==> src/rtl/fetch2_cti_scan.sv <==
`default_nettype none
// ============================================================================
// Module   : fetch2_cti_scan
// Purpose  : Second fetch stage: finds the first taken CTI in a bundle, raises
//            decode-time redirects, allocates CTI-queue tags, registers bundle.
// Revision : 1.0 - initial release
// ============================================================================
module fetch2_cti_scan #(
    parameter int FETCH_WIDTH      = 4,
    parameter int SIZE_PC          = 32,
    parameter int SIZE_INSTRUCTION = 64,
    parameter int INST_BYTES       = 8,
    parameter int CTIQ_DEPTH       = 16,
    parameter int RETIRE_WIDTH     = 4
) (
    input  logic                                   clk,
    input  logic                                   reset,
    input  logic                                   flush_i,
    input  logic                                   stall_i,
    input  logic                                   recoverFlag_i,
    input  logic [$clog2(CTIQ_DEPTH)-1:0]          recoverTag_i,
    input  logic [RETIRE_WIDTH-1:0]                commitCti_i,
    input  logic                                   fs1Ready_i,
    input  logic [SIZE_PC-1:0]                     pc_i,
    input  logic [FETCH_WIDTH*SIZE_INSTRUCTION-1:0] instBundle_i,
    input  logic [FETCH_WIDTH-1:0]                 isCtrl_i,
    input  logic [2*FETCH_WIDTH-1:0]               ctrlType_i,
    input  logic [FETCH_WIDTH*SIZE_PC-1:0]         decTarget_i,
    input  logic [FETCH_WIDTH-1:0]                 btbHit_i,
    input  logic [FETCH_WIDTH*SIZE_PC-1:0]         btbTarget_i,
    input  logic [FETCH_WIDTH-1:0]                 prediction_i,
    input  logic [SIZE_PC-1:0]                     addrRAS_i,
    output logic                                   flagRecoverID_o,
    output logic [SIZE_PC-1:0]                     targetAddrID_o,
    output logic                                   flagRtrID_o,
    output logic                                   flagCallID_o,
    output logic [SIZE_PC-1:0]                     callPCID_o,
    output logic [FETCH_WIDTH-1:0]                 instValid_o,
    output logic [FETCH_WIDTH*(SIZE_INSTRUCTION+2*SIZE_PC+$clog2(CTIQ_DEPTH)+1)-1:0] instPacket_o,
    output logic [$clog2(CTIQ_DEPTH):0]            ctiqCount_o,
    output logic                                   ctiQueueFull_o,
    output logic                                   fs2Ready_o
);

    localparam int c_TAG_W = $clog2(CTIQ_DEPTH);
    localparam int c_CNT_W = c_TAG_W + 1;
    localparam int c_IDX_W = (FETCH_WIDTH > 1) ? $clog2(FETCH_WIDTH) : 1;
    localparam int c_PKT_W = SIZE_INSTRUCTION + 2*SIZE_PC + c_TAG_W + 1;

    localparam logic [1:0] c_TYPE_RET  = 2'b00;
    localparam logic [1:0] c_TYPE_CALL = 2'b01;
    localparam logic [1:0] c_TYPE_COND = 2'b11;

    logic [SIZE_PC-1:0]          w_slotPc  [FETCH_WIDTH];
    logic [SIZE_PC-1:0]          w_decTgt  [FETCH_WIDTH];
    logic [SIZE_PC-1:0]          w_btbTgt  [FETCH_WIDTH];
    logic [SIZE_PC-1:0]          w_tgtF    [FETCH_WIDTH];
    logic [1:0]                  w_type    [FETCH_WIDTH];
    logic [c_TAG_W-1:0]          w_tag     [FETCH_WIDTH];
    logic [FETCH_WIDTH-1:0]      w_taken;
    logic [FETCH_WIDTH-1:0]      w_filter;
    logic [FETCH_WIDTH-1:0]      w_alloc;
    logic                        w_anyTaken;
    logic [c_IDX_W-1:0]          w_firstIdx;
    logic                        w_redirect;
    logic                        w_accept;
    logic [c_TAG_W-1:0]          w_tailAlloc;
    logic [c_CNT_W-1:0]          w_allocCnt;
    logic [c_CNT_W-1:0]          w_commitCnt;
    logic [c_TAG_W-1:0]          w_headNext;
    logic [c_TAG_W-1:0]          w_recoverDist;
    logic [c_CNT_W-1:0]          w_countNext;
    logic [FETCH_WIDTH*c_PKT_W-1:0] w_packet;

    logic [c_TAG_W-1:0]          r_head;
    logic [c_TAG_W-1:0]          r_tail;
    logic [c_CNT_W-1:0]          r_count;
    logic [FETCH_WIDTH-1:0]      r_instValid;
    logic [FETCH_WIDTH*c_PKT_W-1:0] r_packet;

    generate
        for (genvar gi = 0; gi < FETCH_WIDTH; gi++) begin : g_slot
            assign w_slotPc[gi] = pc_i + SIZE_PC'(gi * INST_BYTES);
            assign w_decTgt[gi] = decTarget_i[gi*SIZE_PC +: SIZE_PC];
            assign w_btbTgt[gi] = btbTarget_i[gi*SIZE_PC +: SIZE_PC];
            assign w_type[gi]   = ctrlType_i[2*gi +: 2];
            assign w_taken[gi]  = isCtrl_i[gi] & (prediction_i[gi] | (w_type[gi] != c_TYPE_COND));
            assign w_tgtF[gi]   = (isCtrl_i[gi] && w_type[gi] == c_TYPE_RET) ? addrRAS_i : w_decTgt[gi];
            assign w_packet[gi*c_PKT_W +: c_PKT_W] = {instBundle_i[gi*SIZE_INSTRUCTION +: SIZE_INSTRUCTION],
                                                      w_slotPc[gi], w_tgtF[gi], w_tag[gi], prediction_i[gi]};
        end
    endgenerate

    // Slots after the first taken CTI are dropped; everything up to and including it survives.
    always_comb begin
        logic seen;
        seen       = 1'b0;
        w_anyTaken = 1'b0;
        w_firstIdx = '0;
        w_filter   = '0;
        for (int i = 0; i < FETCH_WIDTH; i++) begin
            w_filter[i] = ~seen;
            if (w_taken[i] && !seen) begin
                w_anyTaken = 1'b1;
                w_firstIdx = c_IDX_W'(i);
            end
            seen = seen | w_taken[i];
        end
    end

    // Tags follow program order from the tail; non-allocating slots carry tag 0.
    always_comb begin
        w_tailAlloc = r_tail;
        w_allocCnt  = '0;
        w_alloc     = w_filter & isCtrl_i;
        for (int i = 0; i < FETCH_WIDTH; i++) begin
            w_tag[i] = '0;
            if (w_alloc[i]) begin
                w_tag[i]    = w_tailAlloc;
                w_tailAlloc = w_tailAlloc + c_TAG_W'(1);
                w_allocCnt  = w_allocCnt + c_CNT_W'(1);
            end
        end
    end

    always_comb begin
        w_commitCnt = '0;
        for (int i = 0; i < RETIRE_WIDTH; i++) begin
            w_commitCnt = w_commitCnt + c_CNT_W'(commitCti_i[i]);
        end
    end

    assign ctiQueueFull_o = (r_count > c_CNT_W'(CTIQ_DEPTH - FETCH_WIDTH));
    assign fs2Ready_o     = fs1Ready_i & ~ctiQueueFull_o;
    assign w_accept       = fs1Ready_i & ~stall_i & ~ctiQueueFull_o & ~flush_i & ~recoverFlag_i;

    // A BTB hit on a return is trusted; other types must also agree with predecode.
    assign w_redirect = w_anyTaken & (~btbHit_i[w_firstIdx] |
                        ((w_type[w_firstIdx] != c_TYPE_RET) && (w_btbTgt[w_firstIdx] != w_decTgt[w_firstIdx])));

    assign flagRecoverID_o = w_redirect & w_accept;
    assign flagRtrID_o     = flagRecoverID_o & (w_type[w_firstIdx] == c_TYPE_RET);
    assign flagCallID_o    = flagRecoverID_o & (w_type[w_firstIdx] == c_TYPE_CALL);
    assign targetAddrID_o  = !w_anyTaken ? '0 :
                             (w_type[w_firstIdx] == c_TYPE_RET) ? addrRAS_i : w_decTgt[w_firstIdx];
    assign callPCID_o      = w_anyTaken ? w_slotPc[w_firstIdx] : '0;

    assign w_headNext    = r_head + w_commitCnt[c_TAG_W-1:0];
    assign w_recoverDist = recoverTag_i - w_headNext;

    always_comb begin
        w_countNext = r_count - w_commitCnt;
        if (recoverFlag_i) begin
            w_countNext = {1'b0, w_recoverDist} + c_CNT_W'(1);
        end else if (w_accept) begin
            w_countNext = r_count + w_allocCnt - w_commitCnt;
        end
    end

    always_ff @(posedge clk) begin
        if (reset) begin
            r_head      <= '0;
            r_tail      <= '0;
            r_count     <= '0;
            r_instValid <= '0;
            r_packet    <= '0;
        end else begin
            r_head  <= w_headNext;
            r_count <= w_countNext;
            if (recoverFlag_i) begin
                r_tail      <= recoverTag_i + c_TAG_W'(1);
                r_instValid <= '0;
            end else if (flush_i) begin
                r_instValid <= '0;
            end else if (stall_i) begin
                r_instValid <= r_instValid;
            end else if (w_accept) begin
                r_tail      <= w_tailAlloc;
                r_instValid <= w_filter;
                r_packet    <= w_packet;
            end else begin
                r_instValid <= '0;
            end
        end
    end

    a_commitLegal: assert property (@(posedge clk) disable iff (reset) w_commitCnt <= r_count);

    assign instValid_o  = r_instValid;
    assign instPacket_o = r_packet;
    assign ctiqCount_o  = r_count;

endmodule
`default_nettype wire
==> config.mk <==
export PLATFORM = sky130hd
export DESIGN_NAME = fetch2_cti_scan
export DESIGN_NICKNAME = d
export VERILOG_FILES = /design/src/rtl/fetch2_cti_scan.sv
export SDC_FILE = /design/constraint.sdc
export NUM_CORES = 1
export LEC_CHECK = 0
export ABC_CLOCK_PERIOD_IN_PS = 4700
export CORE_AREA = 3 3 475 477
export DETAILED_ROUTE_END_ITERATION = 8
export DIE_AREA = 0 0 478 480
export DONT_BUFFER_PORTS = 1
export PLACE_DENSITY_LB_ADDON = 0.3
export SYNTH_ARGS = -nofsm -noshare
export SYNTH_HDL_FRONTEND = slang
export SYNTH_SLANG_ARGS = --single-unit
==> constraint.sdc <==
create_clock -name clk -period 4.7 [get_ports clk]
set_input_delay 1.175 -clock clk [delete_from_list [all_inputs] [get_ports clk]]
set_output_delay 1.175 -clock clk [all_outputs]
set_load 0.05 [all_outputs]
Yosys cells after proc, flatten, opt, wreduce, memory -nomap -nowiden:

Cells that the tools add are included.

* output and inout port bits: 610
* input port bits: 610
* flip-flop bits (word level): 549
* word-level logic and storage cells: 134

* multiplexer cells: 47
* eq/ne operators: 8
* magnitude comparators: 3
* reduce and logical (&&, ||, !) cells: 21
* $add $sub $neg: 20
* bitwise logic cells: 30

Operators with widths (number)
* $mux 32: 13
* $bmux 32 s2: 3
* $add 32x5->32 const B: 2
* $mux 4: 13
* $add 32x4->32 const B: 1
* $ne 32x32->1: 1
* $mux 5: 5
* $add 4x1->4 const B: 5
* $add 5x1->5 const B: 3
* $and 1x1->1: 13
* $logic_not 2->1: 5
* $sub 5x4->5: 2
* $logic_and 1x1->1: 8
* $mux 2: 4
* $ne 2x2->1 const B: 4
* $not 1->1: 8
* $mux 1: 7
* $or 1x1->1: 7
* $add 4x1->5 const B: 1
* $add 5x5->5: 1
* $gt 5x4->1 const B: 1
* $add 3x1->4: 1
* $add 4x4->4: 1
* $and 4x4->4: 1
* other kinds (15): 19

Logic depth before layout (Yosys ltp):

* word-level depth: 18
* gate-level depth with buffers: 21
* gate-level depth less buffers: 20

Least setup slack after synthesis:

Ideal clock, no wire load.

* path kind: input-to-output
* start point: input port prediction_i[0]
* end point: output port targetAddrID_o[18]
* buffers on the path: 3
* cell stages on the path: 9
* arrival time: 4162 ps
* slack: -637 ps
* cell sequence: nand3b_1 -> a22oi_2 -> a21boi_1 -> buf_2 -> mux4_1 -> or2_1 -> buf_4 -> buf_6 -> a311oi_1

* cells in the longest elaborated chain, start to end: 14
* elaborated cells on any way between the ends: 27

Ends and longest elaborated chain
* from (decl): RTL line 31 `input logic [FETCH_WIDTH-1:0] prediction_i,`
* $or 1x1->1 *: RTL line 87 `assign w_taken[gi] = isCtrl_i[gi] & (prediction_i[gi] | (w_type[gi] != c_TYPE_COND));`
* $and 1x1->1 *: RTL line 87
* $logic_not 1->1 or $or 1x1->1 (tied branches): RTL line 103, 107
* $logic_and 1x1->1 (tied with other cells): RTL line 103 `if (w_taken[i] && !seen) begin`
* $mux 1 (tied with other cells): RTL line 103
* $mux 2 or $logic_and 1x1->1 (tied branches): RTL line 103
* $mux 2: RTL line 103
* $not 2->3 (not written as such): RTL line 145 `(w_type[w_firstIdx] == c_TYPE_RET) ? addrRAS_i : w_decTgt[w_firstIdx];`
* $bmux 2 s2: RTL line 145
* $mux 2 (not written as such) (2 in series): RTL line 145
* $logic_not 2->1: RTL line 145
* $mux 32: RTL line 145
* $mux 32 *: RTL line 144 `assign targetAddrID_o = !w_anyTaken ? '0 :`
* to (decl): RTL line 34 `output logic [SIZE_PC-1:0] targetAddrID_o,`

Mark *: on every way between the ends. The rest lies on a longest branch, timed or not. The select of a mux whose other input is x is not followed.

Final worst setup path:

* start point: input port prediction_i[2]
* end point: output port flagCallID_o

* cells in the longest elaborated chain, start to end: 16
* elaborated cells on any way between the ends: 31

Ends and longest elaborated chain
* $or 1x1->1 *: RTL line 87
* $and 1x1->1 *: RTL line 87
* $or 1x1->1: RTL line 107 `seen = seen | w_taken[i];`
* $logic_not 1->1: RTL line 103
* $logic_and 1x1->1: RTL line 103
* $mux 2: RTL line 103
* $not 2->3 (not written as such): RTL line 139, 143
* $bmux 32 s2 or $bmux 2 s2 (tied branches): RTL line 139, 143
* $mux 32 (not written as such) or $mux 2 (tied branches) (2 in series): RTL line 139, 143
* $ne 32x32->1 or $reduce_bool 2->1 (tied branches): RTL line 139 `((w_type[w_firstIdx] != c_TYPE_RET) && (w_btbTgt[w_firstIdx] != w_decTgt[w_firstIdx])));`
* $logic_and 1x1->1: RTL line 139
* $or 1x1->1: RTL line 138 `assign w_redirect = w_anyTaken & (~btbHit_i[w_firstIdx] |`
* $and 1x1->1: RTL line 138
* $and 1x1->1: RTL line 141 `assign flagRecoverID_o = w_redirect & w_accept;`
* $and 1x1->1 *: RTL line 143 `assign flagCallID_o = flagRecoverID_o & (w_type[w_firstIdx] == c_TYPE_CALL);`
* to (decl): RTL line 36 `output logic flagCallID_o,`

Marks and branches as above.

==> results.json <==
{
  "power_leakage_nw": 11.7,
  "vias": 25700,
  "final_antenna_net_count": 0,
  "rrSetupSlack_ns": 1.34,
  "port_buffers": 0,
  "final_util_pct": 16.3,
  "worstPathArrival_ns": 3.82,
  "drive_gt1_share_pct": 18.6,
  "netlist_top_cells_count": "737 x nand2_1, 538 x dfxtp_1, 379 x a21oi_1",
  "fp.dieW_um": 478,
  "relSlewSlack_pct": -202,
  "grt_pass1_vias": 24800,
  "clk_latency_ns": 0.70,
  "tightest_slew_ns": 4.53,
  "cts_tree": "yes",
  "cts_root_buf": "clkbuf_16",
  "synth-compound-area-share_pct": 18.7,
  "yosys_register_bits": 538,
  "synthTopCellsByArea": "dfxtp_1 41%, nand2_1 11%, a21oi_1 7.3%",
  "drt-total-wl_mm": 202,
  "synth_mux_area_share_pct": 6.50,
  "maxCapViolations": 0,
  "track_usage_pct": 16.6,
  "grt_max_degree": 536,
  "netlist.area_leader.share_pct": 41.3,
  "min_period_over_period_pct": 106,
  "grt_pass1_wl_mm": 256,
  "synth_fa_ha_area_share_pct": 2.12,
  "power_mw": 15.2,
  "setup_viol": 23,
  "fmax_ghz": 0.200,
  "firstDrtPassIters": 6,
  "first_iter_violations": 1658,
  "crit_chain": "and3b_4, nor2_2, a221oi_1, nor3_1, o32ai_1, nor2_1, and4b_1, nand4_1, and4b_2, buf_12",
  "clock_skew_ns": 0.0332,
  "drc_errors": 0,
  "die-area_sq_um": 229000,
  "yosys.area_share.xor_xnor_pct": 5.94,
  "fin_nets": 4027,
  "crit_path_start_kind": "input port",
  "yosys.area_share.simple_pct": 20.0,
  "routedWlPerCell_um": 31.4,
  "crit_type": "in2out",
  "fp-row-count": 173,
  "fin_crit_ns": 4.99,
  "syn-num-nets": 3922,
  "synth_top_area_cell": "dfxtp_1",
  "gp_congestion": 0.936,
  "cts-buffers-inserted": 75,
  "ir_drop_mv": 0.293,
  "violations": "max-slew violations, negative setup slack",
  "yosysWarningCount": 0,
  "netlist_area_sq_um": 26100,
  "hold_viol_final": 0,
  "worst_slack_ns": -0.294,
  "cpMaxStageDelayCell": "nor3_1",
  "power_density_nw_per_um2": 421,
  "cp-end-kind": "output pin",
  "synth.most_common_cell": "nand2_1",
  "cts.path.max_buffers": 3,
  "overflow": 0,
  "start_util_pct": 11.8,
  "whs_ns": 0.581,
  "hp-class": "reg2reg",
  "synth_top_family_by_area": "simple AND/OR/NAND/NOR gates",
  "placed_cells": 6250,
  "die_h_um": 480,
  "yosysSeqAreaShare_pct": 41.3,
  "avgViaCountPerCell": 3.99,
  "postCtsHoldBufs": 0,
  "syn_to_final_growth_pct": 38.7,
  "pin_count": 1220,
  "antenna_found_initial": 45,
  "required_ns": 3.52,
  "finalNonFillerCells": 6426,
  "rsz0062_at_grt": "true",
  "slowest_delay_ns": 0.57,
  "slew_violations": 414,
  "status": "finished, violations left",
  "cts.clk_slew.worst_paths_ns": 0.06,
  "ys_types": 78,
  "ys.flop_type": "dfxtp_1",
  "cts.sinks": 538,
  "synth_area_per_cell_sq_um": 7.98,
  "cp_max_fo": 7,
  "coreArea_sq_um": 222000,
  "hpwlAfterDp_mm": 165,
  "synth_edf_count": 0,
  "syn_inst": 3272,
  "synthArstFlopShare_pct": 0,
  "htreeDepth": 3
}
[per-stage QoR]
step	setup slack [ns]	area [sq um]	setup TNS, ns
2_1_floorplan	-0.202	26400	-0.202
3_3_place_gp	-1.20	32300	-10.14
3_5_place_dp	-1.22	32300	-10.70
4_1_cts	-0.225	35400	-0.384
5_1_grt	-0.341	36200	-3.87
6_report	-0.294	36200	-1.01
[flip-flops by register name (all words and copies together) (netlist names)]
| signal | cells |
|---|---|
| instValid_o | 4 |
| instPacket_o | 521 |
| ctiqCount_o | 5 |
| r_head | 4 |
| r_tail | 4 |
[worst max-delay path, delay by kind of cell]
kind            cells  cell delay (ns)
compound gates      2             0.44
simple gates        7             2.00
buf+inv             1             0.16
[report_power, final]
| part | switching (mW) | internal [mW] | total, mW |
|---|---|---|---|
| clock | 2.58 | 3.74 | 6.33 |
| combinational | 1.81 | 1.31 | 3.12 |
| sequential | 1.00 | 4.79 | 5.79 |
| total | 5.39 | 9.84 | 15.2 |
[cell families (layout without fill, tap and decap cells)]
family                   count (synthesis)  after routing
AO/OA/AOI/OAI                          773            773
AND/OR/NAND/NOR                       1260           1260
flip-flops                             538            538
adder cells (fa/ha/maj)                 40             40
XOR/XNOR                               177            177
buffers and inverters                  337            504
multiplexers                           146            146
other                                    1             13
[path summary, 6_finish.rpt]
kind | from | end | cells past startpoint
max | prediction_i[2] | flagCallID_o | 10
max reg2reg | r_tail[1] | r_tail[2] | 13
min reg2reg | r_tail[1] | instPacket_o[2] | 2
min | r_tail[1] | instPacket_o[2] | 2
[metal layers]
layer	global-route usage, %	vias up	part of all wire, %
met2	26.0	1344	45
met4	5.41	28	3.5
met5	0	-	0.097
met1	20.0	12500	40
li1	-	11500	-
met3	7.83	272	11
[timing repair]
| item | in CTS | in global routing |
|---|---|---|
| endpoints found under the hold margin | 0 | 0 |
| setup endpoints to repair | 53 | 52 |
| gates resized for setup | 53 | 145 |
| setup buffers | 12 | 11 |
| pin swaps | 18 | 52 |
| gates cloned | 1 | 4 |
[placed cells by master (no fill, tap or decap), types with 47 or more instances in the layout]
cell type,count
nand2_1,702
dfxtp_1,533
a21oi_1,354
nor2_1,296
a211oi_1,208
buf_4,199
mux2i_1,120
xor2_1,115
buf_12,95
clkbuf_16,79
xnor2_1,59
inv_1,47
[final cells by class]
cell class                      count  area [sq um]
Antenna cell                       12          30.0
Clock buffer                       97          2080
Clock inverter                     42           631
Fill cell                       25100        186000
Inverter                           48           180
Multi-Input combinational cell   2397         15000
Sequential cell                   538         10800
Tap cell                         2975          3720
Timing Repair Buffer              317          3740
No activity file was read; power rests on OpenSTA's default activity.
